[config.mk]
export PLATFORM = sky130hd
export DESIGN_NAME = stream_mux_nx1
export DESIGN_NICKNAME = d
export VERILOG_FILES = /design/src/rtl/stream_mux_nx1.sv
export SDC_FILE = /design/constraint.sdc
export NUM_CORES = 1
export LEC_CHECK = 0
export ABC_CLOCK_PERIOD_IN_PS = 2300
export CORE_UTILIZATION = 30
export CTS_BUF_LIST = sky130_fd_sc_hd__clkbuf_16
export DETAILED_ROUTE_END_ITERATION = 10
export PLACE_DENSITY_LB_ADDON = 0.15
export SYNTH_ARGS = -nofsm -noshare
export SYNTH_HDL_FRONTEND = slang
export SYNTH_SLANG_ARGS = --single-unit
[constraint.sdc]
create_clock -name clk -period 2.3 [get_ports clk]
set_clock_uncertainty 0.15 [all_clocks]
set_input_delay 0.575 -clock clk [delete_from_list [all_inputs] [get_ports clk]]
set_output_delay 0.575 -clock clk [all_outputs]
set_load 0.01 [all_outputs]
[src/rtl/stream_mux_nx1.sv]
// rtl/stream_mux_nx1.sv - N-input registered stream mux with fixed/round-robin select and packet lock
module stream_mux_nx1 #(
   parameter int WIDTH = 8,
   parameter int N     = 4,
   parameter int SELW  = 2
) (
   input  logic                 clk,
   input  logic                 rst,
   input  logic [N-1:0]         in_valid,
   output logic [N-1:0]         in_ready,
   input  logic [N*WIDTH-1:0]   in_data,
   input  logic [N-1:0]         in_last,
   input  logic [SELW-1:0]      sel,
   input  logic                 rr_mode,
   output logic                 out_valid,
   input  logic                 out_ready,
   output logic [WIDTH-1:0]     out_data,
   output logic                 out_last,
   output logic [SELW-1:0]      out_ch
);

   localparam logic [0:0] ST_IDLE   = 1'b0;
   localparam logic [0:0] ST_LOCKED = 1'b1;

   logic [0:0]       state_q, state_d;
   logic [SELW-1:0]  cur_q, cur_d;
   logic [SELW-1:0]  rr_ptr_q, rr_ptr_d;
   logic             out_valid_q, out_valid_d;
   logic [WIDTH-1:0] out_data_q, out_data_d;
   logic             out_last_q, out_last_d;
   logic [SELW-1:0]  out_ch_q, out_ch_d;

   logic [SELW-1:0]  grant;
   logic             grant_ok;
   logic             load_en;
   logic             accept;
   logic             g_valid;
   logic             g_last;
   logic [WIDTH-1:0] g_data;
   int               idx;

   // Round-robin: walk from the farthest candidate back so the nearest valid one wins.
   always_comb begin
      grant    = '0;
      grant_ok = 1'b0;
      idx      = 0;
      if (state_q == ST_LOCKED) begin
         grant    = cur_q;
         grant_ok = 1'b1;
      end else if (!rr_mode) begin
         grant    = sel;
         grant_ok = (int'(sel) < N);
      end else begin
         for (int k = N; k >= 1; k--) begin
            idx = (int'(rr_ptr_q) + k) % N;
            if (in_valid[idx]) begin
               grant    = SELW'(idx);
               grant_ok = 1'b1;
            end
         end
      end
   end

   always_comb begin
      g_valid  = 1'b0;
      g_last   = 1'b0;
      g_data   = '0;
      in_ready = '0;
      load_en  = !out_valid_q || out_ready;
      for (int i = 0; i < N; i++) begin
         if (SELW'(i) == grant) begin
            g_valid     = in_valid[i];
            g_last      = in_last[i];
            g_data      = in_data[i*WIDTH +: WIDTH];
            in_ready[i] = load_en && grant_ok;
         end
      end
      accept = load_en && grant_ok && g_valid;
   end

   always_comb begin
      state_d     = state_q;
      cur_d       = cur_q;
      rr_ptr_d    = rr_ptr_q;
      out_valid_d = out_valid_q;
      out_data_d  = out_data_q;
      out_last_d  = out_last_q;
      out_ch_d    = out_ch_q;
      if (accept) begin
         out_valid_d = 1'b1;
         out_data_d  = g_data;
         out_last_d  = g_last;
         out_ch_d    = grant;
         if (g_last) begin
            state_d  = ST_IDLE;
            rr_ptr_d = grant;
         end else begin
            state_d = ST_LOCKED;
            cur_d   = grant;
         end
      end else if (load_en) begin
         out_valid_d = 1'b0;
      end
   end

   always_ff @(posedge clk) begin
      if (rst) begin
         state_q     <= ST_IDLE;
         cur_q       <= '0;
         rr_ptr_q    <= SELW'(N - 1);
         out_valid_q <= 1'b0;
         out_data_q  <= '0;
         out_last_q  <= 1'b0;
         out_ch_q    <= '0;
      end else begin
         state_q     <= state_d;
         cur_q       <= cur_d;
         rr_ptr_q    <= rr_ptr_d;
         out_valid_q <= out_valid_d;
         out_data_q  <= out_data_d;
         out_last_q  <= out_last_d;
         out_ch_q    <= out_ch_d;
      end
   end

   assign out_valid = out_valid_q;
   assign out_data  = out_data_q;
   assign out_last  = out_last_q;
   assign out_ch    = out_ch_q;

endmodule

== After elaboration in Yosys (flattened, before gate mapping) ==
Index checks and enable logic that the tools add are counted.

* Add/sub/neg operators: 4
* $lt $le $gt $ge: 4
* Equality and inequality tests: 3
* Multiplexer cells: 43
* Bitwise gates (word level): 5
* Reduce and logical (&&, ||, !) cells: 12

{| class="wikitable"
|+ Operators with widths
! cell !! number
|-
| $mux W8 || 4
|-
| $mux W1 || 29
|-
| $lt A3 B4 Y1 const B || 4
|-
| $mux W2 || 6
|-
| $bmux W1 S2 || 4
|-
| $reduce_or A2 Y1 || 4
|-
| $add A2 B1 Y2 const B || 2
|-
| $add A2 B2 Y2 const B || 2
|-
| $and A1 B1 Y1 const A || 4
|-
| $eq A2 B2 Y1 const A || 2
|-
| $reduce_and A2 Y1 || 2
|-
| $eq A1 B2 Y1 const A || 1
|-
| $logic_and A1 B1 Y1 || 2
|-
| $logic_not A2 Y1 || 1
|-
| $reduce_bool A2 Y1 || 1
|-
| $logic_not A1 Y1 || 1
|-
| $logic_or A1 B1 Y1 || 1
|-
| $not A1 Y1 || 1
|}

* Flip-flop bits (word level): 17
* Input port bits: 46
* Output and inout port bits: 16

== Depth between registers and ports, before layout ==
Gate-level depths: netlist of run 1.

* Depth in word-level cells: 19
* Depth in mapped cells: 10
* Mapped depth without buffers: 7

== Worst setup path after synthesis of run 1 ==
OpenSTA, ideal clock, no wires.

* Path kind: input to output
* From: input in_valid[1]
* To: output in_ready[0]
* Data arrival time: 1.692 ns
* Path slack: -0.117 ns
* Stages on the path: 6
* Buffers on the path: 2
* Cells stage by stage: nor3b_2 -> nor3_2 -> a221o_2 -> buf_6 -> clkbuf_1 -> nor2_1

* Cells in the longest elaborated chain, start to end: 11
* Elaborated cells between the ends (all ways): 27
* Classes of those cells: 25 x mux; 2 x reduce/logical

{| class="wikitable"
|+ RTL lines
! item !! RTL line !! RTL
|-
| start: declaration || 9 || <nowiki>input logic [N-1:0] in_valid,</nowiki>
|-
| $bmux W1 S2 || 56 || <nowiki>if (in_valid[idx]) begin</nowiki>
|-
| $mux W1 (implied by the code) (2 in a row) || 56 ||
|-
| $mux W2 / $mux W1 (equally long branches) (4 in a row) || 56 ||
|-
| $mux W2 / $mux W1 (equally long branches) || 50 || <nowiki>end else if (!rr_mode) begin</nowiki>
|-
| $mux W2 / $mux W1 (equally long branches) || 47 || <nowiki>if (state_q == ST_LOCKED) begin</nowiki>
|-
| $logic_not A2 Y1 / $logic_and A1 B1 Y1 (equally long branches) || 71, 75 ||
|-
| $mux W1 (*) || 71 || <nowiki>if (SELW'(i) == grant) begin</nowiki>
|-
| end: declaration || 10 || <nowiki>output logic [N-1:0] in_ready,</nowiki>
|}

Mark *: on every way between the ends. The rest lies on a longest branch, timed or not. The select of a mux whose other input is x is not followed.

== Worst setup path in the final report of run 1 ==
* From: input in_valid[3]
* To: register cur_q[1]

* Cells in the longest elaborated chain, start to end: 16
* Elaborated cells between the ends (all ways): 40
* Classes of those cells: 3 x eq/ne; 32 x mux; 1 x bitwise; 4 x reduce/logical

{| class="wikitable"
|+ RTL lines
! item !! RTL line !! RTL
|-
| $bmux W1 S2 || 56 ||
|-
| $mux W1 (implied by the code) (2 in a row) || 56 ||
|-
| $mux W2 (4 in a row) || 56 ||
|-
| $mux W2 || 50 ||
|-
| $mux W2 || 47 ||
|-
| $logic_not A2 Y1 || 71 ||
|-
| $mux W1 (4 in a row) || 71 ||
|-
| $logic_and A1 B1 Y1 / $not A1 Y1 (equally long branches) || - ||
|-
| $reduce_and A2 Y1 (no source line) || - ||
|-
| end signal: assignment || 117 || <nowiki>cur_q <= cur_d;</nowiki>
|-
| end: declaration || 26 || <nowiki>logic [SELW-1:0] cur_q, cur_d;</nowiki>
|}

Parallel ways exist; a longest one is shown, timed or not. The select of a mux whose other input is x is not followed.
A chain may end at the register's enable or synchronous reset.

==> impl_metrics.json, run 1 <==
{
  "start_kind": "input pin",
  "hold_path.class": "reg2reg",
  "switchingPower_mw": 1.37,
  "leakage_nw": 1.11,
  "drive_above_1_share_pct": 48.6,
  "violations": "setup timing",
  "vias": 1736,
  "grtUsageTotal_pct": 25.4,
  "grt_pass1_vias": 1762,
  "synthTopCellsByArea": "dfxtp_1 (29%), nand2_1 (14%), a21oi_1 (13%), o21ai_0 (6.0%), nand4_4 (3.7%)",
  "worstMarginPinSlew_ns": 0.383,
  "power_mw": 3.30,
  "syn_avg_cell_area_um2": 7.07,
  "syn_area_um2": 1160,
  "cts-root-buf": "clkbuf_16",
  "globalplace.congestion": 0.819,
  "cp-end-kind": "flop",
  "period_needed_ns": 2.63,
  "grt_overflow": 0,
  "crit_arrival_ns": 2.67,
  "crit_type": "in2reg",
  "synthFlopType": "dfxtp_1",
  "timing.hold.ws_ns": 0.305,
  "core_area_um2": 3690,
  "clk_pin_slew_ns": 0.06,
  "power.internal_mw": 1.92,
  "layout_setup_ws_ns": -0.332,
  "grt_pass1_wl_um": 8050,
  "pin_count": 62,
  "synth_top_area_share_pct": 29.3,
  "pwr-share-clk_pct": 11.1,
  "die_w_um": 64.2,
  "syn-instance-count": 164,
  "avgViaCountPerCell": 5.23,
  "relSlewSlack_pct": 74.5,
  "synth_top_area_cell": "dfxtp_1",
  "cts-hold-fix-buffers": 0,
  "fmax_mhz": 380,
  "cts.sinks": 17,
  "reg2reg_depth": 10,
  "status": "complete, but fails checks",
  "start_util_pct": 31.4,
  "die_h_um": 64.2,
  "grt_max_degree": 13,
  "nNetsFinal": 331,
  "area_growth_pct": 136,
  "worstHoldPathCells": 2,
  "fin_area_um2": 2730,
  "antenna_left": 0,
  "path_max_fanout": 6,
  "setup_viol": 21,
  "p_comb_share_pct": 72.9,
  "period_share_pct": 114,
  "ir_drop_mv": 0.666,
  "power_density_nw_per_um2": 1210,
  "yosysWarnings": 0,
  "cts.htree.levels": 1,
  "cts_tree": "done",
  "drv_slew": 0,
  "antenna_found_initial": 0,
  "clock_path_buffers": 2,
  "swShare_pct": 41.6,
  "drt-initial-drc-count": 43,
  "drt_wl_total_um": 5760,
  "critical_path_required_ns": 2.34,
  "rsz0062_at_grt": "yes",
  "synthDistinctLibCells": 37,
  "cap_violations": 0,
  "ys_ff_latch": 17,
  "wl_per_cell_um": 17.3,
  "antenna_cells": 0,
  "io_buffers": 61,
  "cts_made_buffers": 3,
  "tns_ns": -3.95,
  "drt_pass1_iterations": 4,
  "num_rows": 22,
  "insertion_delay_ns": 0.25,
  "dp_hpwl_um": 3250,
  "synthArstFlopShare_pct": 0,
  "p_seq_share_pct": 16.1,
  "netlist_top_cells_count": "nand2_1 (44), a21oi_1 (29), dfxtp_1 (17)",
  "hold_violations": 0,
  "ys_seq_area_share_pct": 29.3,
  "synth_most_common_cell": "nand2_1",
  "post-route-drc-count": 0,
  "placed_area_um2": 2050,
  "syn-num-nets": 210,
  "synth_edf_count": 0,
  "die-area_um2": 4120
}
## area by class of cell
| type | count | area [µm²] |
|---|---|---|
| timing repair buffer | 124 | 1130 |
| multi-input combinational | 133 | 1100 |
| fill | 251 | 955 |
| tap | 48 | 60.1 |
| clock inverter | 1 | 5.00 |
| sequential | 17 | 343 |
| clock buffer | 3 | 75.1 |
| inverter | 6 | 22.5 |
## power by group through the flow
stage / Combinational, mW / Sequential, mW / Clock (mW)
after global placement: 1.48 / 0.486 / 0
after CTS: 2.01 / 0.500 / 0.362
after global routing: 2.54 / 0.543 / 0.374
after floorplan: 0.690 / 0.524 / 0
final: 2.40 / 0.530 / 0.365
after detailed placement: 1.50 / 0.491 / 0
## cell usage in the layout, fill, tap and decap left out, drive strengths merged, types with 2 or more instances in the layout
cell type	instances
o21ai	15
a211oi	3
o211ai	2
nand2	44
mux2i	2
nand4	4
nor2	9
nand2b	4
clkbuf	3
nor3b	2
o2111ai	3
clkdlybuf4s50	50
dlygate4sd2	2
a221oi	2
inv	6
a21oi	30
nor3	2
buf	72
a41oi	2
dfxtp	17
## cell families after synthesis
kind of cell           share of synthesized area (%)
AND/OR/NAND/NOR                                 28.7
buffers and inverters                           6.36
multiplexers                                    1.73
AO/OA/AOI/OAI                                   33.9
flip-flops                                      29.3
## worst max-delay path, stage by stage
cell,delay (ns)
buf_4,0.16
nand2b_4,0.08
o211ai_1,0.14
a221o_2,0.41
buf_6,0.14
buf_6,0.12
mux2i_4,0.20
o22a_4,0.27
or3_1,0.42
a21oi_2,0.15
## state kept, by name (all words and copies together), names as in the netlist
signal     flops
cur_q          2
out_ch         2
out_data       8
out_last       1
out_valid      1
rr_ptr_q       2
state_q        1
## per-stage QoR
| step | utilization (%) | worst slack, ns | std cells |
|---|---|---|---|
| 6_report | 74.1 | -0.332 | 332 |
| 5_1_grt | 74.1 | -0.368 | 332 |
| 4_1_cts | 67.5 | -0.253 | 323 |
| 3_5_place_dp | 55.5 | -1.00 | 298 |
| 3_3_place_gp | 55.5 | -0.954 | 298 |
| 2_1_floorplan | - | -0.0401 | 164 |
## repair_timing
action	4_1_cts	5_1_grt
resized for setup	108	37
gates cloned	0	1
pin swaps	28	26
setup endpoints to repair	21	21
buffers inserted	23	8
## per-layer routing
metal  wire length, µm  global-route usage, %
met2              3020                   48.4
met1              2310                   27.3
met3               278                   5.00
met4               151                   9.44
met5                 0                      0
## final timing paths
check                                   to  slack, ns                     start
hold / removal    out_data[4]$_SDFFE_PP0P_       0.31  out_data[4]$_SDFFE_PP0P_
setup reg to reg     cur_q[1]$_SDFFE_PP0P_      -0.32  rr_ptr_q[0]$_SDFFE_PP1P_
setup / recovery     cur_q[1]$_SDFFE_PP0P_      -0.33               in_valid[3]
hold reg to reg   out_data[4]$_SDFFE_PP0P_       0.31  out_data[4]$_SDFFE_PP0P_
Note: power is estimated with default switching activity, not from simulation.
==> run 2: changes to the inputs <==
--- a/config.mk
+++ b/config.mk
@@ -10,6 +10,7 @@
 export CTS_BUF_LIST = sky130_fd_sc_hd__clkbuf_16
 export DETAILED_ROUTE_END_ITERATION = 10
 export PLACE_DENSITY_LB_ADDON = 0.15
+export REMOVE_ABC_BUFFERS = 1
 export SYNTH_ARGS = -nofsm -noshare
 export SYNTH_HDL_FRONTEND = slang
 export SYNTH_SLANG_ARGS = --single-unit
==> run 2 against run 1 <==
  * The run still ends with setup timing left
  * Routed wire length fell by 19%
  * First-iteration DRC count rose by 51%
  * Global-route usage fell by 2.3 points
  * Clock-buffer cell count did not move
  * Non-clock buffer count fell by 11
  * Combinational power fell by 11%
  * Setup slack improved by 0.15 ns
==> impl_metrics.json, run 2 (synthesis gave the netlist of run 1 again) <==
{
  "layout_setup_ws_ns": -0.177,
  "critical_path_required_ns": 1.57,
  "cts-root-buf": "clkbuf_16",
  "relSlewSlack_pct": 68.0,
  "worstMarginPinSlew_ns": 0.479,
  "start_util_pct": 31.4,
  "cts.htree.levels": 1,
  "placed_cells": 294,
  "pre_cts_ws_ns": -0.976,
  "nNetsFinal": 319,
  "io_buffers": 61,
  "num_rows": 22,
  "period_needed_ns": 2.48,
  "clk_pin_slew_ns": 0.05,
  "antenna_found_initial": 0,
  "drt-initial-drc-count": 65,
  "globalplace.congestion": 0.833,
  "timing.hold.ws_ns": 0.312,
  "die_w_um": 64.2,
  "slowest_delay_ns": 0.39,
  "vias": 1621,
  "fmax_mhz": 404,
  "top_usage_layer": "met2",
  "setup_viol": 21,
  "grt_use_met3_pct": 3.93,
  "insertion_delay_ns": 0.25,
  "violations": "setup timing",
  "period_share_pct": 108,
  "grt_max_degree": 11,
  "dp_hpwl_um": 2910,
  "area_growth_pct": 126,
  "grtUsageTotal_pct": 23.2,
  "die-area_um2": 4120,
  "cts_tree": "done",
  "hold_violations": 0,
  "start_kind": "flop",
  "wl_per_cell_um": 14.5,
  "cts-hold-fix-buffers": 0,
  "crit_arrival_ns": 1.75,
  "drv_slew": 0,
  "grt_pass1_wl_um": 7470,
  "pin_count": 62,
  "use_met2_pct": 39.9,
  "crit_type": "reg2out",
  "drt_pass1_iterations": 4,
  "cts.sinks": 17,
  "clock_path_buffers": 2,
  "core_area_um2": 3690,
  "antenna_cells": 0,
  "met1_usage_pct": 28.7,
  "cap_violations": 0,
  "critPathBufInv": 3,
  "drt_wl_total_um": 4640,
  "leakage_nw": 1.07,
  "crit_chain": "buf_6 -> nor3b_4 -> nor3_4 -> a221o_2 -> buf_4 -> nor2_1 -> buf_2",
  "cts_made_buffers": 3,
  "post-route-drc-count": 0,
  "grt_pass1_vias": 1595,
  "cp_slowest_cell": "a221o_2",
  "rsz0062_at_grt": "yes",
  "avgViaCountPerCell": 5.07,
  "power_density_nw_per_um2": 1150,
  "hold_path.class": "reg2reg",
  "ir_drop_mv": 0.542,
  "fin_cells": 320,
  "final_cell_mix": "clkdlybuf4s50_1 (50), nand2_1 (37), buf_4 (37), a21oi_1 (20), dfxtp_1 (16)",
  "final_common_cell": "clkdlybuf4s50_1",
  "path_delay_family": "buffers and inverters",
  "path_max_fanout": 4,
  "status": "complete, but fails checks",
  "die_h_um": 64.2,
  "grt_overflow": 0,
  "antenna_left": 0,
  "drive_above_1_share_pct": 45.2,
  "largest_reg_flops": 8,
  "cp-end-kind": "output port"
}
run 2: cell types whose count changed in the layout (fill, tap and decap cells not counted), sizes merged:
cell    delta
bufbuf     +1
nand4      -1
buf       -12
run 2: stage by stage:
stage               area [µm²]  TNS (ns)  total power [mW]  util [%]
global route              2620     -3.89              3.21      71.1
floorplan                 1110    -12.99              1.14         -
global placement          2020    -17.08              1.90      54.9
CTS                       2480     -2.00              2.79      67.4
detailed placement        2020    -18.65              1.93      54.9
finish                    2620     -2.28              3.02      71.1
run 2: path summary, 6_finish.rpt:
check,startpoint,cells after the start,to,slack (ns)
max,rr_ptr_q[0]$_SDFFE_PP1P_,7,in_ready[1],-0.18
min,out_last$_SDFFE_PP0P_,2,out_last$_SDFFE_PP0P_,0.31
max reg2reg,rr_ptr_q[0]$_SDFFE_PP1P_,11,out_ch[0]$_SDFFE_PP0P_,-0.14
min reg2reg,out_last$_SDFFE_PP0P_,2,out_last$_SDFFE_PP0P_,0.31
run 2: where the power goes:
group	internal (mW)	switching [mW]	total, mW
sequential	0.420	0.118	0.538
clock	0.233	0.117	0.350
combinational	1.17	0.962	2.13
run 2: per-layer routing:
layer	wire length, µm	part of all wire, %	vias up
met2	2400	52	52
met1	1940	42	757
met4	67	1.4	0
li1	-	-	804
met3	240	5.2	8
met5	0	0	-
run 2: area by class of cell:
cell class	instances	area (µm²)
well taps	48	60.1
flip-flops and latches	17	344
repair buffers	113	1080
inverters	6	22.5
clock inverters	1	5.00
clock buffers	3	75.1
multi-input cells	132	1030
fillers	290	1070
run 2: worst reg2reg max path, delay by kind of cell (launching register included):
kind,cells,cell delay (ns)
AO/OA/AOI/OAI,3,0.77
buffers and inverters,4,0.52
flip-flops,1,0.36
multiplexers,1,0.20
AND/OR/NAND/NOR,3,0.31
run 2: repair_timing:
| item | CTS | global route |
|---|---|---|
| setup buffers | 18 | 4 |
| resized for setup | 108 | 32 |
| pin swaps | 30 | 23 |
| cloned | 2 | 0 |
| setup endpoints to repair | 21 | 21 |
==> run 3: changes to the inputs <==
--- a/config.mk
+++ b/config.mk
@@ -6,9 +6,11 @@
 export NUM_CORES = 1
 export LEC_CHECK = 0
 export ABC_CLOCK_PERIOD_IN_PS = 2300
+export CORE_ASPECT_RATIO = 0.75
 export CORE_UTILIZATION = 30
 export CTS_BUF_LIST = sky130_fd_sc_hd__clkbuf_16
 export DETAILED_ROUTE_END_ITERATION = 10
+export GPL_TIMING_DRIVEN = 0
 export PLACE_DENSITY_LB_ADDON = 0.15
 export REMOVE_ABC_BUFFERS = 1
 export SYNTH_ARGS = -nofsm -noshare
==> run 3 against run 2 <==
  * The run still ends with setup timing left
  * Sequential share of layout area rose by 1.1 points
  * Clock power increased by 2%
  * Cell count decreased by 3.4%
  * Via count increased by 1.8%
  * Routed wire length up 6.5%
==> impl_metrics.json, run 3 (synthesis gave the netlist of run 1 again) <==
{
  "die_w_um": 73.8,
  "drive_above_1_share_pct": 34.2,
  "die-area_um2": 4120,
  "p_seq_share_pct": 18.8,
  "post-route-drc-count": 0,
  "dp_hpwl_um": 2680,
  "power_density_nw_per_um2": 1140,
  "path_max_fanout": 4,
  "crit_type": "in2out",
  "critical_path_required_ns": 1.57,
  "cts_tree": "done",
  "power_mw": 2.80,
  "insertion_delay_ns": 0.25,
  "pin_count": 62,
  "grt_overflow": 0,
  "cts-root-buf": "clkbuf_16",
  "pre_cts_ws_ns": -1.23,
  "cts-hold-fix-buffers": 0,
  "hold_path.class": "reg2reg",
  "period_share_pct": 118,
  "setup_viol": 21,
  "switchingPower_mw": 1.14,
  "antenna_cells": 0,
  "cp-end-kind": "output port",
  "antenna_left": 0,
  "start_util_pct": 31.5,
  "grtUsageTotal_pct": 23.7,
  "grt_use_met3_pct": 4.89,
  "fin_cells": 309,
  "top_usage_layer": "met2",
  "rrSetupSlack_ns": -0.21,
  "clk_pin_slew_ns": 0.06,
  "core_area_um2": 3680,
  "nNetsFinal": 304,
  "power.internal_mw": 1.66,
  "antenna_found_initial": 0,
  "avgViaCountPerCell": 5.34,
  "multi_input_area_um2": 976,
  "relSlewSlack_pct": 45.5,
  "fmax_mhz": 369,
  "io_buffers": 61,
  "cap_violations": 0,
  "layout_setup_ws_ns": -0.411,
  "globalplace.congestion": 0.831,
  "use_met2_pct": 38.1,
  "grt_pass1_vias": 1558,
  "cts.htree.levels": 1,
  "wl_per_cell_um": 16.0,
  "swShare_pct": 40.8,
  "status": "complete, but fails checks",
  "met1_usage_pct": 31.2,
  "regArea_um2": 349,
  "ir_drop_mv": 0.537,
  "violations": "setup timing",
  "largest_reg_flops": 8,
  "final_cell_mix": "clkdlybuf4s50_1 (51), nand2_1 (44), a21oi_1 (26), buf_4 (26), dfxtp_1 (14)",
  "grt_pass1_wl_um": 7400,
  "die_h_um": 55.9,
  "cts.sinks": 17,
  "final_common_cell": "clkdlybuf4s50_1",
  "hold_violations": 0,
  "clock_path_buffers": 2,
  "grt_max_degree": 17,
  "p_comb_share_pct": 68.4,
  "vias": 1650,
  "cts_made_buffers": 3,
  "area_growth_pct": 111,
  "worstMarginPinSlew_ns": 0.813,
  "num_rows": 19,
  "drt-initial-drc-count": 99,
  "fillers": 280,
  "drt_wl_total_um": 4940,
  "drt_pass1_iterations": 6,
  "period_needed_ns": 2.71,
  "rsz0062_at_grt": "yes",
  "leakage_nw": 0.958,
  "start_kind": "input pin",
  "drv_slew": 0,
  "placed_cells": 269,
  "crit_arrival_ns": 1.99,
  "pwr-share-clk_pct": 12.8
}
-- run 3: cell count changes in the layout (fill, tap and decap cells not counted), moves of 6 or more --
cell | before | now
a21oi_1 | 20 | 26
a21oi_2 | 10 | 4
buf_4 | 37 | 26
nand2_1 | 37 | 44
o21ai_0 | 0 | 10
o21ai_2 | 10 | 3
-- run 3: cell type report --
class / instances / area share [%]
inverter: 6 / 0.920
clock buffer: 3 / 3.07
timing repair buffer: 97 / 39.0
sequential: 17 / 14.3
tap: 52 / 2.66
clock inverter: 1 / 0.204
multi-input combinational: 133 / 39.9
-- run 3: metrics by stage --
step / setup TNS [ns] / area (µm²) / utilization, % / hold WS [ns]
after floorplan: -12.99 / 1110 / - / 0.324
after global placement: -42.63 / 1780 / 48.4 / 0.291
after detailed placement: -23.07 / 1800 / 48.9 / 0.300
after CTS: -2.24 / 2360 / 64.0 / 0.307
after global routing: -5.93 / 2450 / 66.4 / 0.323
final: -4.55 / 2450 / 66.4 / 0.305
-- run 3: final timing paths --
check                            from  cells after the start                        to
min          out_data[0]$_SDFFE_PP0P_                      2  out_data[0]$_SDFFE_PP0P_
min reg2reg  out_data[0]$_SDFFE_PP0P_                      2  out_data[0]$_SDFFE_PP0P_
max                       in_valid[0]                      8               in_ready[2]
max reg2reg  rr_ptr_q[1]$_SDFFE_PP1P_                      9     cur_q[1]$_SDFFE_PP0P_
-- run 3: power groups by stage --
stage	sequential, mW	combinational [mW]	clock (mW)
global placement	0.500	1.11	0
floorplan	0.533	0.607	0
detailed placement	0.507	1.15	0
CTS	0.516	1.77	0.360
global route	0.542	2.02	0.372
finish	0.527	1.92	0.358
-- run 3: timing repair --
action                                 CTS  global route
gates cloned                             1             0
gates resized for setup                 84            22
setup endpoints to repair               21            21
endpoints found under the hold margin    0             0
pin swaps                               13            13
buffers inserted                        34             4
-- run 3: worst max-delay path, stage by stage --
cell and delay (ns):
buf_8 0.10, or4_4 0.54, o21ai_2 0.22, inv_2 0.07, o211ai_1 0.12, buf_4 0.18, nor2_4 0.04, buf_6 0.13
-- run 3: metal layers --
metal / wire [µm] / vias to the layer above
li1: - / 779
met1: 2030 / 805
met2: 2540 / 53
met3: 245 / 13
met4: 126 / 0
met5: 0 / -
